$ cat config.mk
export PLATFORM = sky130hd
export DESIGN_NAME = pool_kxk_stream
export DESIGN_NICKNAME = d
export VERILOG_FILES = /design/src/rtl/pool_kxk_stream.sv
export SDC_FILE = /design/constraint.sdc
export NUM_CORES = 1
export LEC_CHECK = 0
export CORE_AREA = 2 2 76 78
export CTS_CLUSTER_DIAMETER = 100
export DETAILED_ROUTE_END_ITERATION = 16
export DIE_AREA = 0 0 78 80
export PLACE_DENSITY = 0.72
export SLEW_MARGIN = 20
export SYNTH_ARGS = -nofsm -noshare
export SYNTH_HDL_FRONTEND = slang
export SYNTH_SLANG_ARGS = --single-unit
$ cat constraint.sdc
create_clock -name clk -period 3.6 [get_ports clk]
set_input_delay 0.9 -clock clk [delete_from_list [all_inputs] [get_ports clk]]
set_output_delay 0.9 -clock clk [all_outputs]
set_load 0.01 [all_outputs]
$ cat src/rtl/pool_kxk_stream.sv
// Streaming non-overlapping POOLxPOOL pooling over a raster-scanned signed feature map.
// Optional average mode is compiled in by defining POOL_AVG_EN (adds the pool_mode input).
module pool_kxk_stream #(
    parameter int DW    = 8,
    parameter int IMG_W = 6,
    parameter int IMG_H = 6,
    parameter int POOL  = 2
) (
    input  logic                 clk,
    input  logic                 rst,
    input  logic                 in_vld,
    input  logic                 in_sof,
    input  logic signed [DW-1:0] in_data,
`ifdef POOL_AVG_EN
    input  logic                 pool_mode,
`endif
    output logic                 out_vld,
    output logic signed [DW-1:0] out_data,
    output logic [($clog2(IMG_H/POOL) > 0 ? $clog2(IMG_H/POOL) : 1)-1:0] out_row,
    output logic [($clog2(IMG_W/POOL) > 0 ? $clog2(IMG_W/POOL) : 1)-1:0] out_col,
    output logic                 frame_done
);

    // Handshake: in_vld qualifies in_sof/in_data each cycle and there is no ready, so every
    // valid pixel is consumed; out_vld is a one-cycle pulse the consumer must take as it comes.

    localparam int OUT_W  = IMG_W / POOL;
    localparam int OUT_H  = IMG_H / POOL;
    localparam int CROP_W = OUT_W * POOL;
    localparam int CROP_H = OUT_H * POOL;
    localparam int CW     = $clog2(IMG_W);
    localparam int RW     = $clog2(IMG_H);
    localparam int OCW    = ($clog2(OUT_W) > 0) ? $clog2(OUT_W) : 1;
    localparam int ORW    = ($clog2(OUT_H) > 0) ? $clog2(OUT_H) : 1;
`ifdef POOL_AVG_EN
    localparam int SH     = 2 * $clog2(POOL);
    localparam int BW     = DW + SH;

    if ((1 << $clog2(POOL)) != POOL) begin : g_pool_pow2
        $error("pool_kxk_stream: POOL must be a power of two when average mode is built in");
    end
`else
    localparam int BW     = DW;
`endif

    logic [CW-1:0]         col, nxt_col, eff_col;
    logic [RW-1:0]         row, nxt_row, eff_row;
    logic [31:0]           col_w, row_w;
    logic signed [BW-1:0]  pbuf [OUT_W];
    logic signed [BW-1:0]  in_ext, cur, merged, new_val;
    logic signed [DW-1:0]  res;
    logic [OCW-1:0]        idx;
    logic [ORW-1:0]        orow;
    logic                  in_win, win_open, win_close, frame_last;
`ifdef POOL_AVG_EN
    logic signed [BW-1:0]  avg_sh;
`endif

    // in_sof pins the pixel to (0,0); reopening every window on the way drops stale partials.
    always_comb begin
        eff_col    = in_sof ? '0 : col;
        eff_row    = in_sof ? '0 : row;
        col_w      = 32'(eff_col);
        row_w      = 32'(eff_row);
        in_win     = (col_w < CROP_W) && (row_w < CROP_H);
        win_open   = (col_w % POOL == 0) && (row_w % POOL == 0);
        win_close  = (col_w % POOL == POOL - 1) && (row_w % POOL == POOL - 1);
        idx        = OCW'(col_w / POOL);
        orow       = ORW'(row_w / POOL);
        frame_last = (row_w / POOL == OUT_H - 1) && (col_w / POOL == OUT_W - 1);

        in_ext  = BW'(in_data);
        cur     = pbuf[idx];
        merged  = (in_ext > cur) ? in_ext : cur;
`ifdef POOL_AVG_EN
        if (pool_mode) merged = cur + in_ext;
`endif
        new_val = win_open ? in_ext : merged;

        res = merged[DW-1:0];
`ifdef POOL_AVG_EN
        avg_sh = merged >>> SH;
        if (pool_mode) res = avg_sh[DW-1:0];
`endif

        if (col_w == IMG_W - 1) begin
            nxt_col = '0;
            nxt_row = (row_w == IMG_H - 1) ? '0 : RW'(row_w + 1);
        end else begin
            nxt_col = CW'(col_w + 1);
            nxt_row = eff_row;
        end
    end

    always_ff @(posedge clk) begin
        if (rst) begin
            col        <= '0;
            row        <= '0;
            for (int i = 0; i < OUT_W; i++) pbuf[i] <= '0;
            out_vld    <= 1'b0;
            out_data   <= '0;
            out_row    <= '0;
            out_col    <= '0;
            frame_done <= 1'b0;
        end else begin
            out_vld    <= 1'b0;
            frame_done <= 1'b0;
            if (in_vld) begin
                col <= nxt_col;
                row <= nxt_row;
                if (in_win) begin
                    pbuf[idx] <= new_val;
                    if (win_close) begin
                        out_vld    <= 1'b1;
                        out_data   <= res;
                        out_row    <= orow;
                        out_col    <= idx;
                        frame_done <= frame_last;
                    end
                end
            end
        end
    end

endmodule

## Word-level counts from Yosys, hierarchy flattened

Memories as Yosys holds them, arrays and structs flattened.
Index checks and enable logic that the tools add are counted.

| storage, ports and cells | value |
|---|---|
| bits in registers | 20 |
| latch bits | 0 |
| bits in writable memories | 24 |
| memory bits (read-only) | 0 |
| input port bits | 12 |
| word-level logic and storage cells | 47 |
| memories kept | 1 |

| cells by class | value |
|---|---|
| add/subtract/negate cells | 2 |
| multiply operators | 0 |
| div/mod/pow operators | 0 |
| $lt $le $gt $ge | 3 |
| equal/unequal tests | 4 |
| shift-type cells | 0 |
| muxes and demuxes | 17 |
| bitwise operators | 3 |
| reductions and logical operators | 10 |

Memories:

| memory | depth | width | read ports | clocked after Yosys merged registers in | write ports | RTL line | source |
|---|---|---|---|---|---|---|---|
| pbuf | 3 | 8 | 1 | 0 | 3 | 49 | `logic signed [BW-1:0] pbuf [OUT_W];` |

Operators by type and width:

| cell | count |
|---|---|
| $logic_not A32 Y1 | 2 |
| $mux W8 | 3 |
| $mux W3 | 5 |
| $gt A8 B8 Y1 | 1 |
| $mux W1 | 8 |
| $reduce_or A8 Y1 | 1 |
| $add A3 B1 Y3 const B | 2 |
| $eq A3 B3 Y1 const B | 2 |
| $lt A3 B3 Y1 const B | 2 |
| $eq A2 B2 Y1 const B | 2 |
| $logic_and A1 B1 Y1 | 4 |
| $reduce_or A4 Y1 | 1 |
| $not A1 Y1 | 3 |
| $reduce_and A3 Y1 | 1 |
| $reduce_or A3 Y1 | 1 |
| $mux W2 | 1 |

## Logic depth before layout (Yosys ltp)

| depth | value |
|---|---|
| depth after elaboration | 9 |
| gate-level depth with buffers | 13 |
| mapped depth without buffers | 10 |

## Least setup slack after synthesis

No wires, ideal clock.

| path | value |
|---|---|
| path type | input-to-reg |
| start | input port in_sof |
| end | memory pbuf[2][6] (netlist name) (data pin) |
| setup time | 261 ps |
| arrival | 3153 ps |
| required time | 3339 ps |
| path slack | 185 ps |
| cell stages on the path | 13 |
| cells stage by stage | buf_2 > nand2b_1 > o2bb2a_1 > o21ai_1 > inv_1 > ha_1 > and4_1 > o2111ai_2 > and3_1 > buf_4 > buf_6 > o211ai_2 > a21oi_1 |

RTL lines:

| element | RTL line | source |
|---|---|---|
| from (decl) | 12 | `input logic in_sof,` |
| to (decl) | 49 |  |

==> flow_summary.json <==
{
  "status": "finished, final reports clean",
  "gr-total-overflow": 0,
  "clockBufferDepth": 2,
  "initial_utilization_pct": 53.8,
  "grt_pass1_wl_um": 11500,
  "io_buffers": 25,
  "dieArea_mm2": 0.00624,
  "leakagePower_uw": 0.00132,
  "final_cell_area_mm2": 0.00354,
  "r2r-start": "col[1]",
  "detailedRoute.firstIterationViolations": 198,
  "routed_wl_um": 6860,
  "yosys.area.top_type_share_pct": 33.0,
  "p_per_area_mw_per_mm2": 367,
  "wl_met1_um": 3210,
  "ys_warn_count": 0,
  "track_usage_pct": 23.7,
  "syn2layout_area_growth_pct": 21.9,
  "die_width_um": 78,
  "pwr-share-seq_pct": 51.0,
  "swShare_pct": 25.8,
  "r2r_slack_ps": 590,
  "grt_pass1_vias": 2254,
  "synth_area_mm2": 0.00291,
  "crit_start": "in_sof",
  "vias": 2317,
  "synth_cell_types": 48,
  "wl_met3_um": 408,
  "cp_slowest_cell": "clkdlybuf4s50_1",
  "grt_max_degree": 20,
  "maxSlewViolCount": 0,
  "cts_buffers": 5,
  "hp-start": "out_col[0]",
  "cp.arrival_ps": 3500,
  "ctsResizeCount": 0,
  "fin_crit_ps": 3440,
  "synth_edf_count": 32,
  "fin_crit_sh_pct": 95.5,
  "critPathCaptureType": "register",
  "finalClockSkew_ps": 15.3,
  "power.internal_uw": 965,
  "final_util_pct": 65.6,
  "drv_cap": 0,
  "critPathKind": "primary input to register",
  "clkLatencyLatePin_ps": 310,
  "vias_per_cell": 5.71,
  "htreeDepth": 2,
  "root_buffer": "clkbuf_8",
  "yosysSeqAreaShare_pct": 46.8,
  "crit_required_ps": 3660,
  "path_cells": "clkdlybuf4s50_1 > nand2b_4 > o2bb2a_1 > o21ai_1 > inv_1 > ha_1 > and4_1 > o2111ai_2 > and3_1 > buf_12 > o211ai_2 > a21oi_1",
  "nets": 353,
  "clock_sinks": 52,
  "place_congestion": 0.880,
  "ys.flop_type": "edfxtp_1",
  "maxSlewHeadroom_pct": 56.8,
  "switchingPower_uw": 335,
  "max_stage_delay_ps": 450,
  "synth_seq_cells": 52,
  "cp-start-kind": "primary input",
  "rows": 27,
  "p_clk_share_pct": 30.7,
  "cts_tree": "done",
  "fmax_ghz": 0.291,
  "ios": 26,
  "n_fill_cell": 437,
  "synth_top_cell_by_area": "edfxtp_1",
  "hold_viol": 0,
  "antenna_found_initial": 0,
  "drive_gt1_share_pct": 20.1,
  "antenna_left": 0,
  "rsz0062_at_grt": "no",
  "yosys-top-cells-area": "edfxtp_1 33%, dfxtp_1 14%, a21oi_1 5.0%",
  "placed_area_mm2": 0.00342,
  "setup_slack_ps": 161,
  "post_cts_buffers": 0,
  "worst_slew_pin_slew_ps": 646,
  "min_path_type": "register to register",
  "power_frac_comb_pct": 18.3,
  "met2_length_um": 3190,
  "async_flop_share_pct": 0,
  "hold-worst-slack_ps": 459,
  "place_hpwl_um": 5120,
  "post-route-drc-count": 0,
  "netlist_instances": 282,
  "yosysMostFrequentCell": "edfxtp_1",
  "antenna_cells": 0,
  "first_pass_iters": 4,
  "avgSynthCellArea_um2": 10.3,
  "place_ws_ps": -301,
  "crit_path_max_fanout": 16,
  "final-setup-viol-count": 0,
  "avgRoutedWirePerCell_um": 16.9,
  "die_h_um": 80,
  "hold_buffers": 0,
  "synth.top_cells.by_count": "32 x edfxtp_1, 29 x a21oi_1, 23 x nor2_1",
  "core_mm2": 0.00541,
  "top_layer_used": "met4",
  "irDropWorstVdd_mv": 0.238,
  "path_clk_slew_ps": 100
}
## state kept, by name, summed over array words and instances, names as in the netlist
signal / flops
col: 3
frame_done: 1
out_col: 2
out_data: 8
out_row: 2
out_vld: 1
pbuf: 32
row: 3
## layout make-up
| type | count | area (µm²) | area share [%] |
|---|---|---|---|
| inverters | 12 | 45.0 | 1.27 |
| clock buffers | 5 | 68.8 | 1.94 |
| clock inverters | 3 | 42.5 | 1.20 |
| multi-input cells | 209 | 1450 | 40.8 |
| well taps | 72 | 90.1 | 2.54 |
| repair buffers | 53 | 489 | 13.8 |
| flip-flops and latches | 52 | 1360 | 38.4 |
## routing by layer
layer / global-route usage [%] / vias up
met5: 0 / -
met4: 5.61 / 0
met3: 3.28 / 5
met2: 38.2 / 70
met1: 34.0 / 1107
li1: - / 1135
## per-stage QoR
| step | power, µW | std cells | setup TNS, ps |
|---|---|---|---|
| after global routing | 1360 | 406 | 0 |
| after global placement | 906 | 398 | -6920 |
| final | 1300 | 406 | 0 |
| after floorplan | 819 | 289 | 0 |
| after CTS | 1300 | 406 | 0 |
| after detailed placement | 912 | 398 | -9130 |
## critical path, delay by kind of cell
family	cells	cell delay [ps]
compound gates	5	970
fa+ha+maj	1	310
simple gates	3	630
buf+inv	3	680
## placed cells by master (no fill, tap or decap), types with 11 or more instances in the layout
cell type / synthesis / layout
a21boi_1: 14 / 14
a21oi_1: 29 / 29
buf_4: 2 / 25
clkdlybuf4s50_1: 0 / 25
dfxtp_1: 20 / 20
edfxtp_1: 32 / 32
inv_1: 11 / 11
mux2i_1: 11 / 11
nand2_1: 17 / 17
nor2_1: 23 / 23
o21ai_1: 11 / 11
## logic make-up after synthesis
group	count (synthesis)	synth area share, %
AOI/OAI and AO/OA	99	26.1
adders and majority gates	8	3.44
and+or+nand+nor	82	14.8
other	1	0.129
muxes	12	4.17
DFF	52	46.8
buffers and inverters	28	4.56
## power by group through the flow
| stage | Combinational (µW) | Sequential, µW | Clock (µW) |
|---|---|---|---|
| floorplan | 146 | 673 | 0 |
| global placement | 230 | 676 | 0 |
| detailed placement | 235 | 677 | 0 |
| CTS | 236 | 663 | 406 |
| global route | 260 | 666 | 430 |
| finish | 238 | 663 | 400 |
## final timing paths
| kind | to | cells past startpoint |
|---|---|---|
| max | pbuf[2][1] | 12 |
| min | out_col[0] | 2 |
| max reg2reg | pbuf[2][1] | 12 |
| min reg2reg | out_col[0] | 2 |
(Power assumes the default switching activity.)
